--- config.mk ---
export PLATFORM = sky130hd
export DESIGN_NAME = sid_voice_ctrl
export DESIGN_NICKNAME = d
export VERILOG_FILES = /design/src/rtl/sid_voice_ctrl.sv
export SDC_FILE = /design/constraint.sdc
export NUM_CORES = 1
export LEC_CHECK = 0
export ABC_AREA = 0
export BUFFER_PORTS_ARGS = -buffer_cell sky130_fd_sc_hd__clkbuf_2
export CAP_MARGIN = 5
export CORE_MARGIN = 3
export CORE_UTILIZATION = 45
export CTS_CLUSTER_DIAMETER = 200
export DETAILED_ROUTE_END_ITERATION = 8
export PLACE_DENSITY = 0.65
export SYNTH_ARGS = -nofsm -noshare
export SYNTH_HDL_FRONTEND = slang
export SYNTH_SLANG_ARGS = --single-unit
--- constraint.sdc ---
create_clock -name clk -period 5.9 [get_ports clk]
set_clock_uncertainty 0.15 [all_clocks]
set_input_delay 1.18 -clock clk [delete_from_list [all_inputs] [get_ports clk]]
set_output_delay 1.18 -clock clk [all_outputs]
set_load 0.005 [all_outputs]
--- src/rtl/sid_voice_ctrl.sv ---
// SID-style voice register controller: byte-wide shadow bank, atomic commit into the active bank,
// and per-voice gate re-trigger sequencing. Define SID_CTRL_READBACK_EN for a registered shadow read port.
module sid_voice_ctrl #(
  parameter int NUM_VOICES    = 3,
  parameter int RETRIG_CYCLES = 4
) (
  input  logic                      clk,
  input  logic                      rst,
  input  logic [4:0]                bus_addr,
  input  logic [7:0]                bus_wdata,
  input  logic                      bus_we,
  output logic                      bus_ready,
`ifdef SID_CTRL_READBACK_EN
  input  logic                      bus_re,
  output logic [7:0]                bus_rdata,
`endif
  input  logic                      commit_tick,
  output logic [16*NUM_VOICES-1:0]  freq_o,
  output logic [16*NUM_VOICES-1:0]  dur_o,
  output logic [8*NUM_VOICES-1:0]   attack_o,
  output logic [8*NUM_VOICES-1:0]   sustain_o,
  output logic [8*NUM_VOICES-1:0]   waveform_o,
  output logic                      busy
);
  typedef enum logic {ST_IDLE, ST_FORCE_LOW} state_t;
  localparam logic [7:0] CNT_INIT = 8'(RETRIG_CYCLES - 1);

  logic [15:0] sh_freq_q [NUM_VOICES], sh_freq_d [NUM_VOICES];
  logic [11:0] sh_dur_q  [NUM_VOICES], sh_dur_d  [NUM_VOICES];
  logic [7:0]  sh_ctrl_q [NUM_VOICES], sh_ctrl_d [NUM_VOICES];
  logic [7:0]  sh_att_q  [NUM_VOICES], sh_att_d  [NUM_VOICES];
  logic [7:0]  sh_sus_q  [NUM_VOICES], sh_sus_d  [NUM_VOICES];
  logic [15:0] act_freq_q [NUM_VOICES], act_freq_d [NUM_VOICES];
  logic [11:0] act_dur_q  [NUM_VOICES], act_dur_d  [NUM_VOICES];
  logic [7:0]  act_ctrl_q [NUM_VOICES], act_ctrl_d [NUM_VOICES];
  logic [7:0]  act_att_q  [NUM_VOICES], act_att_d  [NUM_VOICES];
  logic [7:0]  act_sus_q  [NUM_VOICES], act_sus_d  [NUM_VOICES];
  logic        rp_q    [NUM_VOICES], rp_d    [NUM_VOICES];
  state_t      state_q [NUM_VOICES], state_d [NUM_VOICES];
  logic [7:0]  cnt_q   [NUM_VOICES], cnt_d   [NUM_VOICES];
  logic        hit     [NUM_VOICES];
  logic [2:0]  off     [NUM_VOICES];
  logic        wr_acc;

  assign bus_ready = ~rst & ~commit_tick;
  assign wr_acc    = bus_we & bus_ready;

  // Address decode: which voice window the address falls in, and the byte offset within it.
  always_comb begin
    for (int v = 0; v < NUM_VOICES; v++) begin
      hit[v] = (int'(bus_addr) >= 7*v) && (int'(bus_addr) < 7*v + 7);
      off[v] = 3'(int'(bus_addr) - 7*v);
    end
  end

  always_comb begin
    for (int v = 0; v < NUM_VOICES; v++) begin
      sh_freq_d[v]  = sh_freq_q[v];
      sh_dur_d[v]   = sh_dur_q[v];
      sh_ctrl_d[v]  = sh_ctrl_q[v];
      sh_att_d[v]   = sh_att_q[v];
      sh_sus_d[v]   = sh_sus_q[v];
      act_freq_d[v] = act_freq_q[v];
      act_dur_d[v]  = act_dur_q[v];
      act_ctrl_d[v] = act_ctrl_q[v];
      act_att_d[v]  = act_att_q[v];
      act_sus_d[v]  = act_sus_q[v];
      rp_d[v]       = rp_q[v];
      state_d[v]    = state_q[v];
      cnt_d[v]      = cnt_q[v];

      if (state_q[v] == ST_FORCE_LOW) begin
        if (cnt_q[v] == 8'd0) state_d[v] = ST_IDLE;
        else                  cnt_d[v]   = cnt_q[v] - 8'd1;
      end

      // Commit and write never coincide: bus_ready is low on commit cycles.
      if (commit_tick) begin
        act_freq_d[v] = sh_freq_q[v];
        act_dur_d[v]  = sh_dur_q[v];
        act_ctrl_d[v] = sh_ctrl_q[v];
        act_att_d[v]  = sh_att_q[v];
        act_sus_d[v]  = sh_sus_q[v];
        rp_d[v]       = 1'b0;
        if (rp_q[v] && sh_ctrl_q[v][0]) begin
          state_d[v] = ST_FORCE_LOW;
          cnt_d[v]   = CNT_INIT;
        end else if (!sh_ctrl_q[v][0]) begin
          state_d[v] = ST_IDLE;
          cnt_d[v]   = 8'd0;
        end
      end

      if (wr_acc && hit[v]) begin
        case (off[v])
          3'd0: sh_freq_d[v][7:0]  = bus_wdata;
          3'd1: sh_freq_d[v][15:8] = bus_wdata;
          3'd2: sh_dur_d[v][7:0]   = bus_wdata;
          3'd3: sh_dur_d[v][11:8]  = bus_wdata[3:0];
          3'd4: begin
            sh_ctrl_d[v] = bus_wdata;
            if (bus_wdata[0] && sh_ctrl_q[v][0]) rp_d[v] = 1'b1;
            else if (!bus_wdata[0])              rp_d[v] = 1'b0;
          end
          3'd5: sh_att_d[v] = bus_wdata;
          3'd6: sh_sus_d[v] = bus_wdata;
          default: ;
        endcase
      end
    end
  end

  always_ff @(posedge clk) begin
    for (int v = 0; v < NUM_VOICES; v++) begin
      if (rst) begin
        sh_freq_q[v]  <= '0;
        sh_dur_q[v]   <= '0;
        sh_ctrl_q[v]  <= '0;
        sh_att_q[v]   <= '0;
        sh_sus_q[v]   <= '0;
        act_freq_q[v] <= '0;
        act_dur_q[v]  <= '0;
        act_ctrl_q[v] <= '0;
        act_att_q[v]  <= '0;
        act_sus_q[v]  <= '0;
        rp_q[v]       <= 1'b0;
        state_q[v]    <= ST_IDLE;
        cnt_q[v]      <= '0;
      end else begin
        sh_freq_q[v]  <= sh_freq_d[v];
        sh_dur_q[v]   <= sh_dur_d[v];
        sh_ctrl_q[v]  <= sh_ctrl_d[v];
        sh_att_q[v]   <= sh_att_d[v];
        sh_sus_q[v]   <= sh_sus_d[v];
        act_freq_q[v] <= act_freq_d[v];
        act_dur_q[v]  <= act_dur_d[v];
        act_ctrl_q[v] <= act_ctrl_d[v];
        act_att_q[v]  <= act_att_d[v];
        act_sus_q[v]  <= act_sus_d[v];
        rp_q[v]       <= rp_d[v];
        state_q[v]    <= state_d[v];
        cnt_q[v]      <= cnt_d[v];
      end
    end
  end

  // Effective gate is masked while a voice is being held low for its re-trigger.
  always_comb begin
    busy = 1'b0;
    for (int v = 0; v < NUM_VOICES; v++) begin
      freq_o[16*v +: 16]    = act_freq_q[v];
      dur_o[16*v +: 16]     = {4'h0, act_dur_q[v]};
      attack_o[8*v +: 8]    = act_att_q[v];
      sustain_o[8*v +: 8]   = act_sus_q[v];
      waveform_o[8*v +: 8]  = {act_ctrl_q[v][7:1], act_ctrl_q[v][0] & (state_q[v] == ST_IDLE)};
      busy                  = busy | (state_q[v] == ST_FORCE_LOW);
    end
  end

`ifdef SID_CTRL_READBACK_EN
  logic [7:0] rdata_q, rdata_d;

  always_comb begin
    rdata_d = rdata_q;
    if (bus_re) begin
      rdata_d = 8'h00;
      for (int v = 0; v < NUM_VOICES; v++) begin
        if (hit[v]) begin
          case (off[v])
            3'd0:    rdata_d = sh_freq_q[v][7:0];
            3'd1:    rdata_d = sh_freq_q[v][15:8];
            3'd2:    rdata_d = sh_dur_q[v][7:0];
            3'd3:    rdata_d = {4'h0, sh_dur_q[v][11:8]};
            3'd4:    rdata_d = sh_ctrl_q[v];
            3'd5:    rdata_d = sh_att_q[v];
            3'd6:    rdata_d = sh_sus_q[v];
            default: rdata_d = 8'h00;
          endcase
        end
      end
    end
  end

  always_ff @(posedge clk) begin
    if (rst) rdata_q <= 8'h00;
    else     rdata_q <= rdata_d;
  end

  assign bus_rdata = rdata_q;
`endif

endmodule

[After elaboration in Yosys (flattened, before gate mapping)]
Memories as Yosys holds them, arrays and structs flattened.
Index checks and enable logic that the tools add are counted.
Storage, ports and cells
  register bits after elaboration: 0
  bits in writable memories: 342
  bits of input ports: 17
  output and inout bits: 170
  memories: 13
Cells by class
  add/subtract/negate cells: 5
  magnitude comparators: 5
  equality and inequality tests: 18
  multiplexer cells: 138
  bitwise operators: 51
  reductions and logical operators: 17
Memory list
  act_freq_q: depth 3, width 16, read ports 3, clocked after Yosys merged registers in 0, write ports 3, line 33  | logic [15:0] act_freq_q [NUM_VOICES], act_freq_d [NUM_VOICES];
  sh_freq_q: depth 3, width 16, read ports 3, clocked after Yosys merged registers in 0, write ports 3, line 28  | logic [15:0] sh_freq_q [NUM_VOICES], sh_freq_d [NUM_VOICES];
  act_dur_q: depth 3, width 12, read ports 3, clocked after Yosys merged registers in 0, write ports 3, line 34  | logic [11:0] act_dur_q [NUM_VOICES], act_dur_d [NUM_VOICES];
  sh_dur_q: depth 3, width 12, read ports 3, clocked after Yosys merged registers in 0, write ports 3, line 29  | logic [11:0] sh_dur_q [NUM_VOICES], sh_dur_d [NUM_VOICES];
  act_att_q: depth 3, width 8, read ports 3, clocked after Yosys merged registers in 0, write ports 3, line 36  | logic [7:0] act_att_q [NUM_VOICES], act_att_d [NUM_VOICES];
  act_ctrl_q: depth 3, width 8, read ports 3, clocked after Yosys merged registers in 0, write ports 3, line 35  | logic [7:0] act_ctrl_q [NUM_VOICES], act_ctrl_d [NUM_VOICES];
  +7 memories
Operators by type and width (number)
  8-bit two-way mux: 72
  16-bit two-way mux: 12
  12-bit two-way mux: 12
  1-bit bitwise OR: 41
  1-bit two-way mux: 39
  3-bit equality test (second input constant): 9
  8-bit logical NOT: 3
  8-bit by 1-bit subtractor with 8-bit output (second input constant): 3
  3-bit by 2-bit equality test with 1-bit output (second input constant): 6
  4-bit two-way mux: 3
  1-bit logical AND: 11
  3-bit by 1-bit equality test with 1-bit output (second input constant): 3
  3-bit logical NOT: 3
  3-bit subtractor (second input constant): 2
  1-bit bitwise AND: 5
  5-bit by 3-bit >= comparator with 1-bit output (second input constant): 1
  5-bit by 4-bit >= comparator with 1-bit output (second input constant): 1
  5-bit by 3-bit less-than comparator with 1-bit output (second input constant): 1
  5-bit by 4-bit less-than comparator with 1-bit output (second input constant): 1
  5-bit less-than comparator (second input constant): 1
  1-bit NOT: 5

[Depth between registers and ports, before layout]
Gate-level depths: netlist of run 1.
An unclocked memory read counts as a cell.
  depth after elaboration: 8
  gate-level depth with buffers: 9

[Least setup slack after synthesis of run 1]
OpenSTA, ideal clock, no wires.
  kind: input to output
  start point: input rst
  end point: output bus_ready
  data arrival time: 2302 ps
  data required time: 4570 ps
  setup slack: 2268 ps
  cell stages on the path: 5
  buffers on the path: 4
  path through: clkbuf_1 -> clkbuf_1 -> clkbuf_1 -> clkbuf_1 -> nor2_1
Between the ends
  longest elaborated chain between the ends: 2
RTL lines
  from (decl): line 8  | input logic rst,
  1-bit NOT: line 45  | assign bus_ready = ~rst & ~commit_tick;
  1-bit bitwise AND: line 45
  to (decl): line 12  | output logic bus_ready,
No other way between the ends.

==> results of run 1 <==
## cell usage in the layout (no fill, tap or decap), drive strengths merged, types with 5 or more instances in the layout
master / instances
a21oi: 13
buf: 10
clkbuf: 226
conb: 12
dfxtp: 342
ha: 10
inv: 15
mux2i: 276
nand2: 13
nand2b: 62
nand3b: 35
nand4: 10
nand4b: 5
nor2: 257
nor2b: 6
nor3: 5
nor4: 8
o21ai: 32
xnor2: 16
## cell type report
| class | count | area [um2] | share of cell area |
|---|---|---|---|
| sequential | 342 | 6850 | 0.455 |
| multi-input combinational | 805 | 5650 | 0.376 |
| clock buffer | 54 | 1040 | 0.0691 |
| timing repair buffer | 182 | 951 | 0.0632 |
| tap | 378 | 473 | 0.0314 |
| inverter | 15 | 56.3 | 0.00374 |
| clock inverter | 4 | 22.5 | 0.00150 |
| antenna | 1 | 2.50 | 0.000166 |
## cells by family (layout without fill, tap and decap cells)
kind of cell             after synthesis  in the layout  synth area share
AND/OR/NAND/NOR                      420            420             0.158
flip-flops                           342            342             0.522
multiplexers                         279            279             0.213
buffers and inverters                134            255            0.0514
AO/OA/AOI/OAI                         65             65            0.0324
XOR/XNOR                              19             19            0.0127
adder cells (fa/ha/maj)               10             10           0.00954
other                                  1             13          0.000286
## synth_stat cells, drive strengths merged, types with 2 or more instances
cell type	instances
dfxtp	342
mux2i	276
nor2	257
buf	68
nand2b	62
clkbuf	51
nand3b	35
o21ai	32
xnor2	16
inv	15
a21oi	13
nand2	13
ha	10
nand4	10
nor4	8
nor2b	6
nand4b	5
nor3	5
a221o	3
mux2	3
nor3b	3
nor4b	3
o41ai	3
or4	3
xor2	3
a211o	2
a211oi	2
a21o	2
a22oi	2
and3	2
nand3	2
o2111ai	2
or3b	2
## worst register-to-register path, stage by stage (launching register included)
cell	delay, ps
dfxtp_1	350
or4_1	620
o41ai_2	400
mux2_2	380
a21oi_1	130
## path summary, 6_finish.rpt
| kind | from | slack, ps | endpoint |
|---|---|---|---|
| worst min register to register | act_ctrl_q[1][0] | 310 | act_ctrl_q[1][0] |
| worst max register to register | cnt_q[2][2] | 3800 | cnt_q[2][1] |
| worst max-delay path | rst | 2370 | sh_freq_q[1][14] |
| worst min-delay path | act_ctrl_q[1][0] | 310 | act_ctrl_q[1][0] |
## flip-flops by register name (all words and copies together), names as in the netlist
name        flops
act_att_q      24
act_ctrl_q     24
act_dur_q      36
act_freq_q     48
act_sus_q      24
cnt_q          24
rp_q            3
sh_att_q       24
sh_ctrl_q      24
sh_dur_q       36
sh_freq_q      48
sh_sus_q       24
state_q         3
## stage by stage
stage / instance area (um2) / instances
floorplan: 13200 / 1281
global placement: 14000 / 1722
detailed placement: 14000 / 1722
CTS: 15000 / 1780
global route: 15000 / 1781
finish: 15000 / 1781
## layer usage
layer  share of wire  wire, um  up-vias  track usage
li1                -         -     4440            -
met5               0         0        -            0
met1            0.50     14800     4221        0.271
met2            0.44     13100      186        0.286
met4           0.017       506        0       0.0478
met3           0.040      1190       34       0.0292
## power breakdown
| group | internal, W | switching, W | leakage (nW) |
|---|---|---|---|
| clock | 0.00121 | 0.000852 | 0.518 |
| combinational | 0.0000569 | 0.000123 | 3.70 |
| sequential | 0.00232 | 0.00000320 | 2.75 |
==> metrics.md, run 1 <==
| Metric | Value |
|---|---|
| Status | `finished, final reports clean` |
| First-pass GRT wire length | `46.5 mm` |
| Crit path kind | `in -> reg` |
| Fin. Hold Viols | `0` |
| TritonCTS Buffers | `36` |
| Synth top area share | `0.522` |
| Detail Route Antenna Nets | `0` |
| Power per cell area | `303 nW/um2` |
| Routability congestion estimate | `0.762` |
| Core ar. | `28,200 um2` |
| CP max stage delay | `1020 ps` |
| I/O pin count | `187` |
| Crit Path Max Fanout | `121` |
| DRC viols | `0` |
| Place WS | `1870 ps` |
| Vias in the first global route | `8,418` |
| Clock sink count | `342` |
| Synth Instances | `1,270` |
| Worst hold slack | `306 ps` |
| Min cycle time layout | `3530 ps` |
| Die area | `31,200 um2` |
| Worst path cell trace | `buf_8, nor3b_2, nand4_1, mux2i_1, nor2_1` |
| Worst-path clk slew | `60 ps` |
| Distinct cells, synth | `52` |
| Fin Setup TNS | `0 ps` |
| Critical path capture point type | `flop` |
| Hold_buf cts | `0` |
| Avg Vias per Cell | `4.99` |
| Antenna violations before repair | `1` |
| Worst Hold Path Cells | `2` |
| Post-synthesis register bit count | `342` |
| Fin worst setup slack | `2370 ps` |
| Worst EP required | `6100 ps` |
| DR iter-0 viols | `569` |
| Family with the most delay on the worst path | `simple AND/OR/NAND/NOR gates` |
| Ys flop type | `dfxtp_1` |
| Max clock buf depth | `3` |
| Cell area after synthesis | `13,100 um2` |
| CTS resizes | `0` |
| Worst r2r path cells | `4` |
| PortBufs | `174` |
| Worst path slowest cell | `nor3b_2` |
| Post-CTS setup buffers | `0` |
| Critical Path Stages | `5` |
| Peak supply drop | `0.000168 V` |
| Crit path DAT | `3730 ps` |
| Mapped Avg Cell Area | `10.3 um2` |
| Chip width | `177 um` |
| Setup violations, final | `0` |
| RSZ-0062 raised after global routing | `false` |
| Crit path buf inv count | `1` |
| DRT Wirelength | `29.6 mm` |
| Skew-Pair Late Insertion Delay | `500 ps` |
| FP Rows | `61` |
| Final #Nets | `1,409` |
| Die height | `177 um` |
| Initial cell density of the core | `0.464` |
| Hold Crit Class | `reg -> reg` |
| Max Freq | `283 MHz` |
| Slew Limit Fails | `0` |
| CP startpoint kind | `input pin` |
| Post-route clock period utilization | `0.598` |
| Avg WL per Cell | `16.6 um` |
| Ys async rst share | `0` |
| Slew @ Worst Pin | `1190 ps` |
| Post-layout util | `0.533` |
| Clock root buffer | `clkbuf_16` |
| Post-synth top area cell | `dfxtp_1` |
| First-pass DRT Iterations | `5` |
| Post-synth EDFFs | `0` |
| CTS tree | `done` |
| DP HPWL | `19.1 mm` |
| Area Overhead vs Synth | `14.7%` |
| Total GRT Usage | `0.185` |
| Largest net degree at the start of global routing | `122` |
| Htree depth | `2` |
| Total power | `0.00456 W` |
| Layout cells sized above 1 | `0.176` |
| Vias after detailed routing | `8,881` |
| Main area contributors after synthesis | `dfxtp_1, mux2i_1, nor2_1` |
| GRT Residual Overflow | `0` |
| Number of synthesis warnings | `0` |
| # fillers | `2,581` |
| Max transition margin | `0.205` |
| Sequential share of the synthesized area | `0.522` |
| Max-cap violations | `0` |
| LEAKAGE | `6.97 nW` |
Note: power is estimated with default switching activity, not from simulation.
==> run 2: changes to the inputs <==
- PLACE_DENSITY: 0.65 -> 0.68
- clock period: 5.9 -> 3 ns (I/O delays scaled with it)
==> metrics.md, run 2 (synthesized netlist as in run 1, its figures left out) <==
| Metric | Value |
|---|---|
| Reg area | `6850 um2 (unchanged)` |
| Max transition margin | `0.398 (+0.193)` |
| Post-route clock period utilization | `0.777` |
| Crit path kind | `in -> reg` |
| Crit path DAT | `2530 ps (-1200 ps)` |
| TritonCTS Buffers | `36 (unchanged)` |
| Htree depth | `2 (unchanged)` |
| Max Freq | `429 MHz` |
| Final non-filler cell total | `1,801 (+1.1%)` |
| Slew @ Worst Pin | `903 ps (-284 ps)` |
| Fin. Hold Viols | `0 (unchanged)` |
| Most frequent cells in the layout | `dfxtp_1, mux2i_1, nor2_1` |
| Worst EP required | `3200 ps (-2900 ps)` |
| Status | `finished, final reports clean` |
| Core ar. | `28,200 um2 (unchanged)` |
| Slew Limit Fails | `0 (unchanged)` |
| Skew-Pair Late Insertion Delay | `510 ps (about the same)` |
| Avg WL per Cell | `16.6 um (-0.14%)` |
| Worst r2r path cells | `4 (unchanged)` |
| DR iter-0 viols | `579 (+1.8%)` |
| Worst Hold Path Cells | `2 (unchanged)` |
| # fillers | `2,551 (-1.2%)` |
| Routability congestion estimate | `0.804 (+5.4%)` |
| Final #Nets | `1,422 (+0.92%)` |
| Hold_buf cts | `0 (unchanged)` |
| Min cycle time layout | `2330 ps` |
| Chip width | `177 um (unchanged)` |
| Crit Path Max Fanout | `15 (-88%)` |
| CTS resizes | `0 (unchanged)` |
| PortBufs | `174 (unchanged)` |
| Max clock buf depth | `3 (unchanged)` |
| Die height | `177 um (unchanged)` |
| RSZ-0062 raised after global routing | `false` |
| Vias after detailed routing | `8,962 (+0.91%)` |
| Hold Crit Class | `in -> reg` |
| Fin Setup TNS | `0 ps (unchanged)` |
| Commonest non-fill, non-tap cell in the layout | `dfxtp_1` |
| FP Rows | `61 (unchanged)` |
| CTS tree | `done` |
| LEAKAGE | `7.11 nW (+2.0%)` |
| Antenna violations before repair | `1 (unchanged)` |
| DRC viols | `0 (unchanged)` |
| Critical path capture point type | `flop` |
| Max-cap violations | `0 (unchanged)` |
| Area Overhead vs Synth | `16.7%` |
| Worst hold slack | `207 ps (-98.7 ps)` |
| Setup violations, final | `0 (unchanged)` |
| Largest regs | `act_freq_q: 48 flops, sh_freq_q: 48 flops` |
| First-pass GRT wire length | `46.8 mm (+0.61%)` |
| Vias in the first global route | `8,449 (+0.37%)` |
| Initial cell density of the core | `0.464 (unchanged)` |
| Clock sink count | `342 (unchanged)` |
| Largest net degree at the start of global routing | `139 (+14%)` |
| GRT Residual Overflow | `0 (unchanged)` |
| First-pass DRT Iterations | `5 (unchanged)` |
| Detail Route Antenna Nets | `0 (unchanged)` |
| Power per cell area | `611 nW/um2 (+100%)` |
| Post-CTS setup buffers | `0 (unchanged)` |
| CP startpoint kind | `input pin` |
| Area of the multi-input gates | `5650 um2 (unchanged)` |
| Total GRT Usage | `0.186 (+0.00106)` |
| Clock root buffer | `clkbuf_16` |
| I/O pin count | `187 (unchanged)` |
| Avg Vias per Cell | `4.98 (-0.21%)` |
| Placed cells | `1,735 (+0.75%)` |
| Die area | `31,200 um2 (unchanged)` |
| Layout cells sized above 1 | `0.190 (+0.0137)` |
| DP HPWL | `19.1 mm (+0.36%)` |
| DRT Wirelength | `29.9 mm (+0.99%)` |
| Worst-path clk slew | `60 ps (about the same)` |
| Peak supply drop | `0.000342 V (+100%)` |
-- run 2: changes by cell type in the layout (fill, tap and decap cells not counted), moves of 2 or more --
| cell | previous run | this run |
|---|---|---|
| bufinv_16 | 0 | 2 |
| buf_12 | 0 | 3 |
| clkbuf_8 | 5 | 8 |
| inv_6 | 0 | 2 |
| buf_4 | 8 | 18 |
| clkbuf_1 | 12 | 9 |
-- run 2: where the power goes --
| group | internal (W) | total, W | switching [W] |
|---|---|---|---|
| logic | 0.000121 | 0.000370 | 0.000249 |
| registers | 0.00455 | 0.00456 | 0.00000621 |
| clock network | 0.00265 | 0.00442 | 0.00177 |
-- run 2: area by class of cell --
cell class	count	area share
tap	378	0.0309
inverter	15	0.00368
multi-input combinational	805	0.369
sequential	342	0.447
antenna	1	0.000164
timing repair buffer	195	0.0710
clock inverter	11	0.00793
clock buffer	54	0.0699
-- run 2: path summary, 6_finish.rpt --
| path | slack (ps) | startpoint | endpoint |
|---|---|---|---|
| max | 670 | bus_addr[1] | sh_att_q[2][3] |
| max reg2reg | 910 | cnt_q[2][2] | cnt_q[2][1] |
| min reg2reg | 310 | act_ctrl_q[2][0] | act_ctrl_q[2][0] |
| min | 210 | rst | sh_att_q[1][2] |
-- run 2: worst max-delay path, stage by stage --
cell      delay (ps)
clkbuf_2         230
inv_1            110
ha_1             210
a211o_1          280
a22oi_2          300
nand4b_1         540
mux2i_1          250
-- run 2: stage by stage --
| stage | setup slack (ps) | utilization | power (W) | area, um2 |
|---|---|---|---|---|
| global placement | 193 | 0.500 | 0.00503 | 14100 |
| global route | 500 | 0.542 | 0.00966 | 15300 |
| finish | 668 | 0.542 | 0.00934 | 15300 |
| detailed placement | 153 | 0.500 | 0.00503 | 14100 |
| floorplan | 416 | - | 0.00493 | 13200 |
| CTS | 666 | 0.542 | 0.00945 | 15300 |
-- run 2: layer usage --
layer  part of all wire  vias to the layer above  GRT usage
met5            0.00067                        -          0
met4              0.010                        2     0.0373
met3              0.053                       32     0.0360
met2               0.44                      193      0.289
met1               0.49                     4247      0.273
li1                   -                     4488          -
